<file path="src/rtl/muldiv_iter.sv">
// Iterative HI/LO multiply/divide unit: shift-add multiply and restoring divide,
// one bit per cycle, with sign fix-up and a busy/done handshake for the hazard unit.
module muldiv_iter #(
  parameter int unsigned WIDTH = 32
) (
  input  logic             clk,
  input  logic             resetn,
  input  logic             start,
  input  logic [1:0]       op,
  input  logic [WIDTH-1:0] a,
  input  logic [WIDTH-1:0] b,
  input  logic             cancel,
  output logic             busy,
  output logic             done,
  output logic [WIDTH-1:0] hi,
  output logic [WIDTH-1:0] lo
);
  localparam int unsigned      CNT_W    = $clog2(WIDTH) + 1;
  localparam logic [CNT_W-1:0] CNT_LAST = CNT_W'(WIDTH - 1);

  typedef enum logic [1:0] {
    S_IDLE = 2'd0,
    S_CALC = 2'd1,
    S_FIX  = 2'd2
  } state_e;

  state_e           state_q, state_d;
  logic [CNT_W-1:0] cnt_q, cnt_d;
  logic             is_div_q, is_div_d;
  logic             sign_a_q, sign_a_d;
  logic             sign_b_q, sign_b_d;
  logic [WIDTH-1:0] opnd_q, opnd_d;
  logic [WIDTH-1:0] p_hi_q, p_hi_d;
  logic [WIDTH-1:0] p_lo_q, p_lo_d;
  logic [WIDTH-1:0] hi_q, hi_d;
  logic [WIDTH-1:0] lo_q, lo_d;
  logic             busy_q, busy_d;
  logic             done_q, done_d;

  logic               signed_op, in_sign_a, in_sign_b;
  logic [WIDTH-1:0]   abs_a, abs_b;
  logic [WIDTH:0]     mul_sum, div_shift, div_diff;
  logic               div_ge;
  logic [2*WIDTH-1:0] prod_mag, prod_fix;
  logic [WIDTH-1:0]   quo_fix, rem_fix;

  // Operand magnitudes, one iteration step of each algorithm, and the final sign fix-up.
  // The remainder stays below the divisor, so bit WIDTH of the difference is the borrow.
  always_comb begin
    signed_op = ~op[0];
    in_sign_a = signed_op & a[WIDTH-1];
    in_sign_b = signed_op & b[WIDTH-1];
    abs_a     = in_sign_a ? -a : a;
    abs_b     = in_sign_b ? -b : b;
    mul_sum   = {1'b0, p_hi_q} + (p_lo_q[0] ? {1'b0, opnd_q} : (WIDTH+1)'(0));
    div_shift = {p_hi_q, p_lo_q[WIDTH-1]};
    div_diff  = div_shift - {1'b0, opnd_q};
    div_ge    = ~div_diff[WIDTH];
    prod_mag  = {p_hi_q, p_lo_q};
    prod_fix  = (sign_a_q ^ sign_b_q) ? -prod_mag : prod_mag;
    quo_fix   = (sign_a_q ^ sign_b_q) ? -p_lo_q : p_lo_q;
    rem_fix   = sign_a_q ? -p_hi_q : p_hi_q;
  end

  always_comb begin
    state_d  = state_q;
    cnt_d    = cnt_q;
    is_div_d = is_div_q;
    sign_a_d = sign_a_q;
    sign_b_d = sign_b_q;
    opnd_d   = opnd_q;
    p_hi_d   = p_hi_q;
    p_lo_d   = p_lo_q;
    hi_d     = hi_q;
    lo_d     = lo_q;
    busy_d   = busy_q;
    done_d   = 1'b0;
    case (state_q)
      S_IDLE: begin
        if (start && !cancel) begin
          state_d  = S_CALC;
          busy_d   = 1'b1;
          cnt_d    = '0;
          is_div_d = op[1];
          sign_a_d = in_sign_a;
          sign_b_d = in_sign_b;
          p_hi_d   = '0;
          opnd_d   = op[1] ? abs_b : abs_a;
          p_lo_d   = op[1] ? abs_a : abs_b;
        end
      end
      S_CALC: begin
        if (cancel) begin
          state_d = S_IDLE;
          busy_d  = 1'b0;
        end else begin
          if (is_div_q) begin
            p_hi_d = div_ge ? div_diff[WIDTH-1:0] : div_shift[WIDTH-1:0];
            p_lo_d = {p_lo_q[WIDTH-2:0], div_ge};
          end else begin
            p_hi_d = mul_sum[WIDTH:1];
            p_lo_d = {mul_sum[0], p_lo_q[WIDTH-1:1]};
          end
          cnt_d = cnt_q + CNT_W'(1);
          if (cnt_q == CNT_LAST) begin
            state_d = S_FIX;
          end
        end
      end
      S_FIX: begin
        state_d = S_IDLE;
        busy_d  = 1'b0;
        if (!cancel) begin
          done_d = 1'b1;
          hi_d   = is_div_q ? rem_fix : prod_fix[2*WIDTH-1:WIDTH];
          lo_d   = is_div_q ? quo_fix : prod_fix[WIDTH-1:0];
        end
      end
      default: begin
        state_d = S_IDLE;
        busy_d  = 1'b0;
      end
    endcase
  end

  always_ff @(posedge clk or negedge resetn) begin
    if (!resetn) begin
      state_q  <= S_IDLE;
      cnt_q    <= '0;
      is_div_q <= 1'b0;
      sign_a_q <= 1'b0;
      sign_b_q <= 1'b0;
      opnd_q   <= '0;
      p_hi_q   <= '0;
      p_lo_q   <= '0;
      hi_q     <= '0;
      lo_q     <= '0;
      busy_q   <= 1'b0;
      done_q   <= 1'b0;
    end else begin
      state_q  <= state_d;
      cnt_q    <= cnt_d;
      is_div_q <= is_div_d;
      sign_a_q <= sign_a_d;
      sign_b_q <= sign_b_d;
      opnd_q   <= opnd_d;
      p_hi_q   <= p_hi_d;
      p_lo_q   <= p_lo_d;
      hi_q     <= hi_d;
      lo_q     <= lo_d;
      busy_q   <= busy_d;
      done_q   <= done_d;
    end
  end

  assign busy = busy_q;
  assign done = done_q;
  assign hi   = hi_q;
  assign lo   = lo_q;
endmodule

</file>
<file path="config.mk">
export PLATFORM = sky130hd
export DESIGN_NAME = muldiv_iter
export DESIGN_NICKNAME = d
export VERILOG_FILES = /design/src/rtl/muldiv_iter.sv
export SDC_FILE = /design/constraint.sdc
export NUM_CORES = 1
export LEC_CHECK = 0
export CAP_MARGIN = 30
export CORE_ASPECT_RATIO = 1.5
export CORE_UTILIZATION = 60
export DETAILED_ROUTE_END_ITERATION = 16
export GPL_ROUTABILITY_DRIVEN = 0
export PLACE_DENSITY = 0.83
export SETUP_SLACK_MARGIN = 0.3
export SLEW_MARGIN = 0
export SYNTH_ARGS = -nofsm -noshare
export SYNTH_HDL_FRONTEND = slang
export SYNTH_SLANG_ARGS = --single-unit
</file>
<file path="constraint.sdc">
create_clock -name clk -period 6.3 [get_ports clk]
set_clock_uncertainty 0.05 [all_clocks]
set_input_delay 0.63 -clock clk [delete_from_list [all_inputs] [get_ports clk]]
set_output_delay 0.63 -clock clk [all_outputs]
set_load 0.02 [all_outputs]
</file>
* Word level (Yosys, flattened, before mapping)
Cells that the tools add are included. Widths: inputs -> output; s select.
Storage, ports and cells: register bits 173, input bits 70, output and inout port bits 66, word-level logic and storage cells 73
Cells by class: $add $sub $neg 8, eq/ne operators 7, mux-type cells 31, bitwise operators 6, reduce and logical (&&, ||, !) cells 9
Operators with widths (number):
- $mux 32 | 16
- $neg 32->32 | 4
- $pmux 32 s2 | 2
- $mux 64 | 1
- $neg 64->64 | 1
- $add 32x32->33 | 1
- $sub 33x32->33 | 1
- $mux 6 | 2
- $pmux 6 s2 | 1
- $reduce_and 2->1 | 4
- $add 6x1->6 const B | 1
- $eq 6x5->1 const B | 1
- $mux 2 | 3
- $ne 2x2->1 const B | 3
- $mux 1 | 4
- $pmux 2 s2 | 1
- $ne 3x3->1 const B | 1
- $not 1->1 | 3
- $reduce_and 3->1 | 1
- $and 1x1->1 | 2
- $eq 2x1->1 const B | 1
- $eq 2x2->1 const B | 1
- $logic_not 2->1 | 1
- $pmux 1 s2 | 1
- other kinds (4) | 4

* Logic depth before layout (Yosys ltp)
Gate-level depths: netlist of the first run.
depth after elaboration 6, mapped depth 14

* Worst setup path before layout of the first run
No wires, ideal clock.
kind reg-to-reg, from reg p_lo_q[31], to reg p_lo_q[0], library setup time 126 ps, data arrival time 3200 ps, path slack 2924 ps, stages on the path, launching flop included 14, period minus slack after synthesis 3376 ps, cell sequence dfrtp_1 inv_1 ha_1 fa_1 nand2b_1 a21oi_1 o21ai_0 a21boi_0 nand4_1 a21oi_1 nor2_1 buf_2 buf_2 a221o_1
On the way: longest elaborated chain between the ends 5
Ends and longest elaborated chain:
- start, declared | RTL line 34 | logic [WIDTH-1:0] p_lo_q, p_lo_d;
- start signal, assigned | RTL line 148 | p_lo_q <= p_lo_d;
- $sub 33x32->33 | RTL line 57 | div_diff = div_shift - {1'b0, opnd_q};
- $not 1->1 | RTL line 58 | div_ge = ~div_diff[WIDTH];
- $mux 32 | RTL line 97 | if (is_div_q) begin
- $mux 32 | RTL line 93 | if (cancel) begin
- $pmux 32 s2 | RTL line 78 | case (state_q)
Every way passes these cells. The select of a mux whose other input is x is not followed. A chain may end at the register's enable or synchronous reset.

* Final worst setup path of the first run
from reg p_lo_q[0], to reg p_hi_q[29]
On the way: longest elaborated chain between the ends 5
Ends and longest elaborated chain:
- $mux 32 | RTL line 55 | mul_sum = {1'b0, p_hi_q} + (p_lo_q[0] ? {1'b0, opnd_q} : (WIDTH+1)'(0));
- $add 32x32->33 | RTL line 55
- $mux 32 | RTL line 97
- $mux 32 | RTL line 93
- $pmux 32 s2 | RTL line 78
- end signal, assigned | RTL line 147 | p_hi_q <= p_hi_d;
- end, declared | RTL line 33 | logic [WIDTH-1:0] p_hi_q, p_hi_d;
Every way passes these cells. The select of a mux whose other input is x is not followed.

==> results of run 1 <==
## stage by stage
step	power (mW)	cells
CTS	6.30	2262
global route	6.80	2264
global placement	5.12	2228
floorplan	4.29	1867
finish	6.42	2264
detailed placement	5.22	2230
## routing by layer
metal / vias up / track usage
li1: 6857 / -
met1: 6880 / 0.424
met2: 784 / 0.633
met3: 219 / 0.0638
met4: 0 / 0.297
met5: - / 0
## power by group through the flow
stage	combinational, mW	sequential (mW)	clock, mW
after floorplan	2.79	1.49	0
after global placement	3.38	1.74	0
after detailed placement	3.47	1.75	0
after CTS	3.50	1.73	1.07
after global routing	3.91	1.77	1.12
final	3.59	1.76	1.07
## flip-flops by register name (all words and copies together) (netlist names)
name / flops
is_div_q: 1
opnd_q: 32
p_lo_q: 32
state_q: 2
hi: 32
sign_a_q: 1
cnt_q: 6
lo: 32
done: 1
sign_b_q: 1
p_hi_q: 32
busy: 1
## logic make-up after synthesis
logic type | share of synthesized area
flip-flops | 0.298
adder cells (fa/ha/maj) | 0.0622
multiplexers | 0.0439
XOR/XNOR | 0.103
AO/OA/AOI/OAI | 0.251
AND/OR/NAND/NOR | 0.195
buffers and inverters | 0.0458
## final cells by class
type | count | area share
Tap cell | 319 | 0.0240
Timing Repair Buffer | 153 | 0.0914
Clock inverter | 14 | 0.00865
Multi-Input combinational cell | 1519 | 0.574
Sequential cell | 173 | 0.260
Clock buffer | 18 | 0.0264
Inverter | 68 | 0.0153
## synthesized netlist by cell type, types with 6 or more instances
library cell | n | share of area
sky130_fd_sc_hd__a211oi_1 | 16 | 0.0083
sky130_fd_sc_hd__a21boi_0 | 7 | 0.0036
sky130_fd_sc_hd__a21o_1 | 31 | 0.016
sky130_fd_sc_hd__a21oi_1 | 162 | 0.056
sky130_fd_sc_hd__a221oi_1 | 9 | 0.0054
sky130_fd_sc_hd__a22oi_1 | 18 | 0.0093
sky130_fd_sc_hd__a31oi_1 | 17 | 0.0073
sky130_fd_sc_hd__and2_1 | 7 | 0.0030
sky130_fd_sc_hd__and3_1 | 14 | 0.0060
sky130_fd_sc_hd__buf_1 | 8 | 0.0021
sky130_fd_sc_hd__clkbuf_1 | 95 | 0.025
sky130_fd_sc_hd__dfrtp_1 | 173 | 0.30
sky130_fd_sc_hd__ha_1 | 69 | 0.059
sky130_fd_sc_hd__inv_1 | 66 | 0.017
sky130_fd_sc_hd__mux2_2 | 6 | 0.0047
sky130_fd_sc_hd__mux2i_1 | 57 | 0.039
sky130_fd_sc_hd__nand2_1 | 206 | 0.053
sky130_fd_sc_hd__nand2b_1 | 16 | 0.0069
sky130_fd_sc_hd__nand3_1 | 33 | 0.011
sky130_fd_sc_hd__nand4_1 | 13 | 0.0056
sky130_fd_sc_hd__nor2_1 | 182 | 0.047
sky130_fd_sc_hd__nor2b_1 | 17 | 0.0073
sky130_fd_sc_hd__nor3_1 | 50 | 0.017
sky130_fd_sc_hd__nor4_1 | 15 | 0.0065
sky130_fd_sc_hd__o211ai_1 | 19 | 0.0098
sky130_fd_sc_hd__o21a_1 | 7 | 0.0036
sky130_fd_sc_hd__o21ai_0 | 213 | 0.073
sky130_fd_sc_hd__o21bai_1 | 9 | 0.0047
sky130_fd_sc_hd__o221ai_1 | 11 | 0.0066
sky130_fd_sc_hd__o22ai_1 | 6 | 0.0026
sky130_fd_sc_hd__o31ai_1 | 18 | 0.0093
sky130_fd_sc_hd__o41ai_1 | 9 | 0.0054
sky130_fd_sc_hd__or3_1 | 20 | 0.0086
sky130_fd_sc_hd__or4_1 | 14 | 0.0072
sky130_fd_sc_hd__xnor2_1 | 92 | 0.055
sky130_fd_sc_hd__xor2_1 | 79 | 0.048
## worst paths after layout
| check | startpoint | endpoint | slack, ns |
|---|---|---|---|
| worst max-delay path | p_lo_q[0] | p_hi_q[29] | 2.12 |
| worst min-delay path | resetn | lo[8] | 0.07 |
| worst max register to register | p_lo_q[0] | p_hi_q[29] | 2.12 |
| worst min register to register | hi[14] | hi[14] | 0.43 |
| max in group asynchronous | resetn | is_div_q | 4.94 |
| min in group clk | hi[14] | hi[14] | 0.43 |
## worst reg2reg max path, cell delays in order, from the launching register on
cell and delay [ns]:
sky130_fd_sc_hd__dfrtp_1 0.44, sky130_fd_sc_hd__inv_1 0.13, sky130_fd_sc_hd__buf_4 0.34, sky130_fd_sc_hd__nor2_1 0.10
sky130_fd_sc_hd__ha_1 0.34, sky130_fd_sc_hd__nor2b_1 0.17, sky130_fd_sc_hd__o31ai_1 0.40, sky130_fd_sc_hd__a21oi_1 0.22
sky130_fd_sc_hd__a21oi_1 0.39, sky130_fd_sc_hd__a21oi_1 0.25, sky130_fd_sc_hd__a221oi_1 0.63, sky130_fd_sc_hd__o21ai_0 0.24
sky130_fd_sc_hd__xnor2_1 0.17, sky130_fd_sc_hd__o221ai_1 0.14
==> results.md, run 1 <==
- STA classifies the critical path startpoint as a flip-flop.
- The final critical-path setup slack is 2.12 ns.
- Across every metal layer, demand over resource in global routing totals 0.377.
- The number of buffers and inverters on the critical path is 2.
- Of the available clock period, the critical path in the final layout requires 0.664.
- In this run, synthesis inferred 0 flip-flops with an integrated enable.
- The number of maximum-capacitance violations is 0.
- The cell at the root of the clock tree is sky130_fd_sc_hd__clkbuf_16.
- Along the worst path, the maximum fanout reaches 30.
- The worst pin sits at a relative slew slack of 0.340.
- The count of antenna diodes in the layout is 0.
- The synthesized netlist occupies a cell area of 14,500 um2.
- For this design, the slowest cell found on the critical path is sky130_fd_sc_hd__a221oi_1.
- Yosys mapped the design onto 74 distinct sky130hd cell types.
- The worst hold path belongs to the class input port to asynchronous set/reset pin.
- The run finished with clean final reports.
- For the worst setup path, the data arrival time is 4.44 ns.
- The sequential area share after synthesis is 0.298.
- In the final layout, the share of cells above drive strength 1 is 0.0380.
- For this design the top-level I/O count stands at approximately 140.
- The clock insertion delay at the later pin of the skew report is 0.47 ns.
- At the end of the flow the core is filled with cells to 0.701.
- The top layer reached by signal wires is met4.
- The worst hold slack is just over 0.07 ns.
- The filler cell count is 1,924.
- Data on the critical path is required at its endpoint by around 6.6 ns.
- The leading cell type in the layout, fill and taps excluded is sky130_fd_sc_hd__o21ai_0.
- Summed over all cells, the static leakage comes to 7.10 nW.
- Wire segments on met3 add up to 3240 um in the final route.
- The area taken by flip-flops and latches is 4330 um2.
- The count of clock tree sinks is ~170.
- The starting density of the core is 0.612.
- The synthesis-stage register bit count is 173.
- After layout, the minimum clock period comes to about 4.2 ns.
- The detail route stage leaves a number of antenna-violating nets equal to 0.
- The proportion of synthesized flip-flops having asynchronous set or reset is 1.00.
- The first routing iteration left 1,556 violations.
- The maximum ir drop on the vdd rail is 288 uV.
- The final net count is 2,073.
- The hold violation count in the final report is 0.
- Power spread over the standard cell area amounts to between 300 and 400 nW/um2.
- The signed area change from the synthesized netlist to the final layout is 14.6%.
- The multi-input logic area is about 9600 um2.
- The number of iterations in the first detailed-routing pass is 9.
- The worst register-to-register path has a depth of 13.
- The number of cells on the critical path is 13.
- In this design, the largest share of critical-path delay is due to compound AO/OA/AOI/OAI gates.
- The combinational share of power is 0.559.
- At the pin with the least slew margin, the transition time is ~0.99 ns.
- The max-slew violation count is 0.
- The quantity of gates resized following cts is 0.
- The gate count after technology mapping is roughly 1,900.
- The H-tree was split into 4 levels.
- The placement-stage worst setup slack is 2.29 ns.
- The number of global-route vias before repair is 13,900.
- The pin count of the biggest net entering global routing is 96.
- The TritonCTS buffer count is 17.
- Cell internal power was estimated by the tool at around 3.3 mW.
- The total number of vias is 14,700.
- In the layout the commonest cells are sky130_fd_sc_hd__o21ai_0 (213), sky130_fd_sc_hd__nand2_1 (205), sky130_fd_sc_hd__nor2_1 (179), sky130_fd_sc_hd__dfrtp_1 (172), sky130_fd_sc_hd__a21oi_1 (162).
- The die outline area is ~25,000 um2.
- The delay of the slowest cell on the worst path is 0.63 ns.
- The core box area is 23,700 um2.
- The TritonCTS clock tree is done.
- The cell area after placement is around 16,000 um2.
- The share of total power dissipated in sequential elements is 0.274.
- The worst setup path is captured at a flip-flop.
- The mean cell area of the mapped netlist is 7.78 um2.
- The first global-routing pass estimated 71,800 um of wire.
- In this run the tool buffered the top-level ports with about 140 buffer cells.
- The dominant cell type by count on the critical path is sky130_fd_sc_hd__a21oi_1.
- In the detailed route, the total length drawn on met2 is 22,200 um.
- Setup repair after global routing left no endpoint under its margin.
- The number of rows in the core area is 69.
- The clock transition at the registers of the reported paths is 0.07 ns.
- The switching fraction of total power is 0.483.
- Measured along the y axis, the die boundary spans 193 um.
- In the routed design, unresolved DRC markers number 0.
- The routed length per instance is about 20 um.
- After legalization and detailed placement, the total HPWL measured 34,500 um.
- During synthesis, Yosys emitted a total of 0 warnings.
- Of the total power, the clock network draws 0.167.
- The setup-violating endpoint count in the final report is 0.
- The net switching component of the power is 3.10 mW.
- The critical path goes through inv_1 > buf_4 > nor2_1 > ha_1 > nor2b_1 > o31ai_1 > a21oi_1 > a21oi_1 > a21oi_1 > a221oi_1 > o21ai_0 > xnor2_1 > o221ai_1.
- The initial antenna violation count is 0.
- For this run, the top clock speed supported by timing is about 240 MHz.
- The final instance area is 16,600 um2.
- Counting every net in the synthesized netlist gives 2,008.
- Hold repair after CTS inserted 0 buffers.
- Measured along the x axis, the die boundary spans 129 um.
- Buffers added to address setup during post-CTS repair amount to 0.
- The prevailing post-synth register cell is sky130_fd_sc_hd__dfrtp_1.
- The aggregate negative setup slack is 0 ns.
- Using the TritonRoute via totals, the vias-per-cell ratio works out to 6.51.
- After detailed routing, the wire length on met1 is 16,400 um.
- The critical path is of the flip-flop to flip-flop type.
- The largest buffer count on any clock path is 2.
- The total grt overflow is 0.
- The total wire length after detailed routing is 45,600 um.
Note: power is estimated with default switching activity, not from simulation.
==> run 2, diff against run 1 <==
--- a/config.mk
+++ b/config.mk
@@ -7,10 +7,10 @@
 export LEC_CHECK = 0
 export CAP_MARGIN = 30
 export CORE_ASPECT_RATIO = 1.5
-export CORE_UTILIZATION = 60
+export CORE_UTILIZATION = 59
 export DETAILED_ROUTE_END_ITERATION = 16
 export GPL_ROUTABILITY_DRIVEN = 0
-export PLACE_DENSITY = 0.83
+export PLACE_DENSITY = 0.82
 export SETUP_SLACK_MARGIN = 0.3
 export SLEW_MARGIN = 0
 export SYNTH_ARGS = -nofsm -noshare
==> constraint.sdc (replaced) <==
create_clock -name clk -period 4.2 [get_ports clk]
set_clock_uncertainty 0.05 [all_clocks]
set_input_delay 0.42 -clock clk [delete_from_list [all_inputs] [get_ports clk]]
set_output_delay 0.42 -clock clk [all_outputs]
set_load 0.02 [all_outputs]
==> run 2 against run 1 <==
Compared with the run above:
- first-iteration DRC count up 6.5%
- core utilization down 0.051 points
- critical path depth up 1
- total power up 55%
- worst hold slack better by 0.36 ns
- global-route usage up 0.55 points
- count of clock-buffer cells in the layout up 1
- die area up 1.7%
- sequential share of layout area down 0.54 points
- register-to-register slack worse by 1.8 ns
- design area up 2.1%
- critical endpoint is now p_hi_q[23]
- highest routed layer is now met5
==> results.md, run 2 (synthesis results as in run 1) <==
- The analysis attributes to net switching a power of 4.70 mW.
- Of the total power, the clock network draws 0.173.
- The longest clock path from root to sink contains 2 buffers.
- For this run, the post-layout net count is approximately 2,100.
- The cell at the root of the clock tree is sky130_fd_sc_hd__clkbuf_16.
- In this run the tool buffered the top-level ports with 135 buffer cells.
- Data arrives at the worst endpoint at around 4.2 ns.
- The required time of the critical path is 4.52 ns.
- The count of boundary I/O pins is 136.
- The floorplan step set the die width to 130 um.
- The count of antenna diodes in the layout is 0.
- Counting every sink on the clock net gives 173.
- The post-CTS setup repair buffer count is 0.
- The DRC marker count from the first detailed-route iteration is 1,657.
- Summed over all failing endpoints, the final setup total negative slack is 0 ns.
- The worst hold path passes through 2 cells.
- The combinational share of power is 0.587.
- The max-slew violation count is 0.
- Once placement completed, the tool counted placed cells totaling 2,278.
- CTS built an H-tree with a depth of 4.
- The hold violation count in the final report is 0.
- The clock insertion delay at the later pin of the skew report is 0.46 ns.
- The total grt overflow is 0.
- Of the total power, the share spent switching nets is 0.471.
- The highest net fanout along the worst path is 17.
- The worst-case headroom to the max-slew limit is 0.376.
- The final route contains 15,100 vias.
- The fraction of final layout cells sized beyond drive strength 1 is 0.0584.
- VDD sags by at most 363 uV.
- The critical-path cell with the highest stage delay is sky130_fd_sc_hd__a211oi_1.
- The power density relative to cell area is 587 nW/um2.
- The routed length per instance is 20.6 um.
- Setup violations remaining at the end of the flow were counted as 0.
- In the global route stage, overall resource usage came out at 0.383.
- Timing would allow up to 257 MHz.
- Counting buffers and inverters, the worst setup path is 14 cells deep.
- The worst setup path is of the flip-flop to flip-flop kind.
- Counting both buffers and inverters, the worst setup path holds a total of 3.
- The top cell types in the final layout, fill and taps aside, are sky130_fd_sc_hd__o21ai_0 (213), sky130_fd_sc_hd__nand2_1 (205), sky130_fd_sc_hd__nor2_1 (179), sky130_fd_sc_hd__dfrtp_1 (172), sky130_fd_sc_hd__a21oi_1 (161).
- For the pin with the worst max-slew slack, the measured transition is ~0.93 ns.
- Setup repair after global routing could not meet its margin everywhere.
- The initial antenna violation count came to 1.
- The smallest clock period supported by the final layout is computed as 3.90 ns.
- The worst setup path is launched from a flip-flop.
- The die covers roughly 25,000 um2.
- In this run the vertical extent of the chip is 194 um.
- TritonCTS built the clock tree.
- The worst setup path is captured at a flip-flop.
- The cell that appears most often on the critical path is sky130_fd_sc_hd__a21o_1.
- Before CTS, the worst setup slack after placement is 0.527 ns.
- The run finished with clean final reports.
- The core box area is 24,300 um2.
- The number of rows in the core area is 70.
- The count of cells in the finished layout, fillers not included, comes to between 2,000 and 2,500.
- The cell leakage power is roughly 7.3 nW.
- Counting cells, the worst reg-to-reg path comes to 14.
- Clock-pin slew was measured on the worst setup and hold paths at 0.08 ns.
- TritonCTS created 17 clock buffers.
- The first TritonRoute pass finished after 6 iterations.
- On the worst path, the slowest cell contributes a delay of 0.54 ns.
- The final cycle utilization of the critical path is 0.928.
- The layout has roughly 2,000 filler cells.
- The critical path goes through inv_1 > buf_4 > buf_4 > nor2_1 > ha_1 > a21o_1 > a21o_1 > a21o_1 > a211oi_1 > o21ai_0 > a41oi_1 > xnor2_1 > nor2_1 > a211oi_1.
- The first-pass GRT wire length is 74,200 um.
- Entering global routing, the biggest net connects 82 pins.
- The post-detailed-placement half-perimeter wirelength is 35,800 um.
- The kind of cell with the highest combined delay on the critical path is compound AO/OA/AOI/OAI gates.
- The remaining number of nets flagged by the antenna check after routing is 0.
- In the routed design, unresolved DRC markers number 0.
- After detailed routing, the number of vias per cell comes to 6.54.
- The sequential share of power is 0.240.
- For this configuration, the core starts out at a cell density of 0.599.
- The leading cell type in the layout, fill and taps excluded is sky130_fd_sc_hd__o21ai_0.
- The internal power is between 5 and 6 mW.
- The final critical-path setup slack is 0.302 ns.
- The number of global-route vias before repair is 14,400.
- The number of maximum-capacitance violations is 0.
- The tightest min-delay check is of the flip-flop to flip-flop type.
- The area growth from synthesis to layout is 17.0%.
- Wires add up to 47,600 um.
run 2: area by class of cell:
class                           instances  area (um2)  share of cell area
Multi-Input combinational cell       1519        9560               0.563
Clock buffer                           19         443              0.0261
Tap cell                              324         405              0.0239
Sequential cell                       173        4330               0.255
Inverter                               68         255              0.0150
Timing Repair Buffer                  195        1820               0.107
Clock inverter                         13         183              0.0107
run 2: power groups by stage:
stage / sequential [mW] / combinational [mW] / clock (mW)
2_1_floorplan: 2.24 / 4.19 / 0
3_3_place_gp: 2.38 / 5.47 / 0
3_5_place_dp: 2.39 / 5.60 / 0
4_1_cts: 2.36 / 5.67 / 1.73
5_1_grt: 2.41 / 6.32 / 1.79
6_report: 2.39 / 5.85 / 1.73
run 2: worst paths after layout:
check | slack, ns | startpoint | endpoint
max in group asynchronous | 2.74 | resetn | hi[23]
max reg2reg | 0.30 | p_lo_q[0] | p_hi_q[23]
min reg2reg | 0.43 | hi[9] | hi[9]
min in group asynchronous | 0.46 | resetn | p_hi_q[23]
max | 0.30 | p_lo_q[0] | p_hi_q[23]
min | 0.43 | hi[9] | hi[9]
run 2: worst register-to-register path, cell delays in order, from the launching register on:
cell and delay (ns):
sky130_fd_sc_hd__dfrtp_1 0.45, sky130_fd_sc_hd__inv_1 0.12, sky130_fd_sc_hd__buf_4 0.18, sky130_fd_sc_hd__buf_4 0.26, sky130_fd_sc_hd__nor2_1 0.09, sky130_fd_sc_hd__ha_1 0.37
sky130_fd_sc_hd__a21o_1 0.22, sky130_fd_sc_hd__a21o_1 0.18, sky130_fd_sc_hd__a21o_1 0.20, sky130_fd_sc_hd__a211oi_1 0.54, sky130_fd_sc_hd__o21ai_0 0.30, sky130_fd_sc_hd__a41oi_1 0.44
sky130_fd_sc_hd__xnor2_1 0.18, sky130_fd_sc_hd__nor2_1 0.06, sky130_fd_sc_hd__a211oi_1 0.18
run 2: stage by stage:
step / total power [mW] / hold slack, ns / utilization / area [um2]
4_1_cts: 9.76 / 0.436 / 0.700 / 17000
3_5_place_dp: 7.99 / 0.394 / 0.674 / 16300
2_1_floorplan: 6.43 / 0.0744 / - / 14500
5_1_grt: 10.5 / 0.448 / 0.701 / 17000
3_3_place_gp: 7.84 / 0.388 / 0.674 / 16300
6_report: 9.98 / 0.428 / 0.701 / 17000
run 2: metal layers:
layer	vias up	global-route usage	wire length [um]
met4	2	0.325	4500
met1	7099	0.436	16900
met5	-	0	12
met2	822	0.624	23100
met3	256	0.0530	3120
li1	6935	-	-
run 2: timing repair:
item | in CTS | in global routing
endpoints found under the setup margin | 0 | 28
hold buffers | 1 | 0
gates resized for setup | 0 | 5
endpoints found under the hold margin | 60 | 0
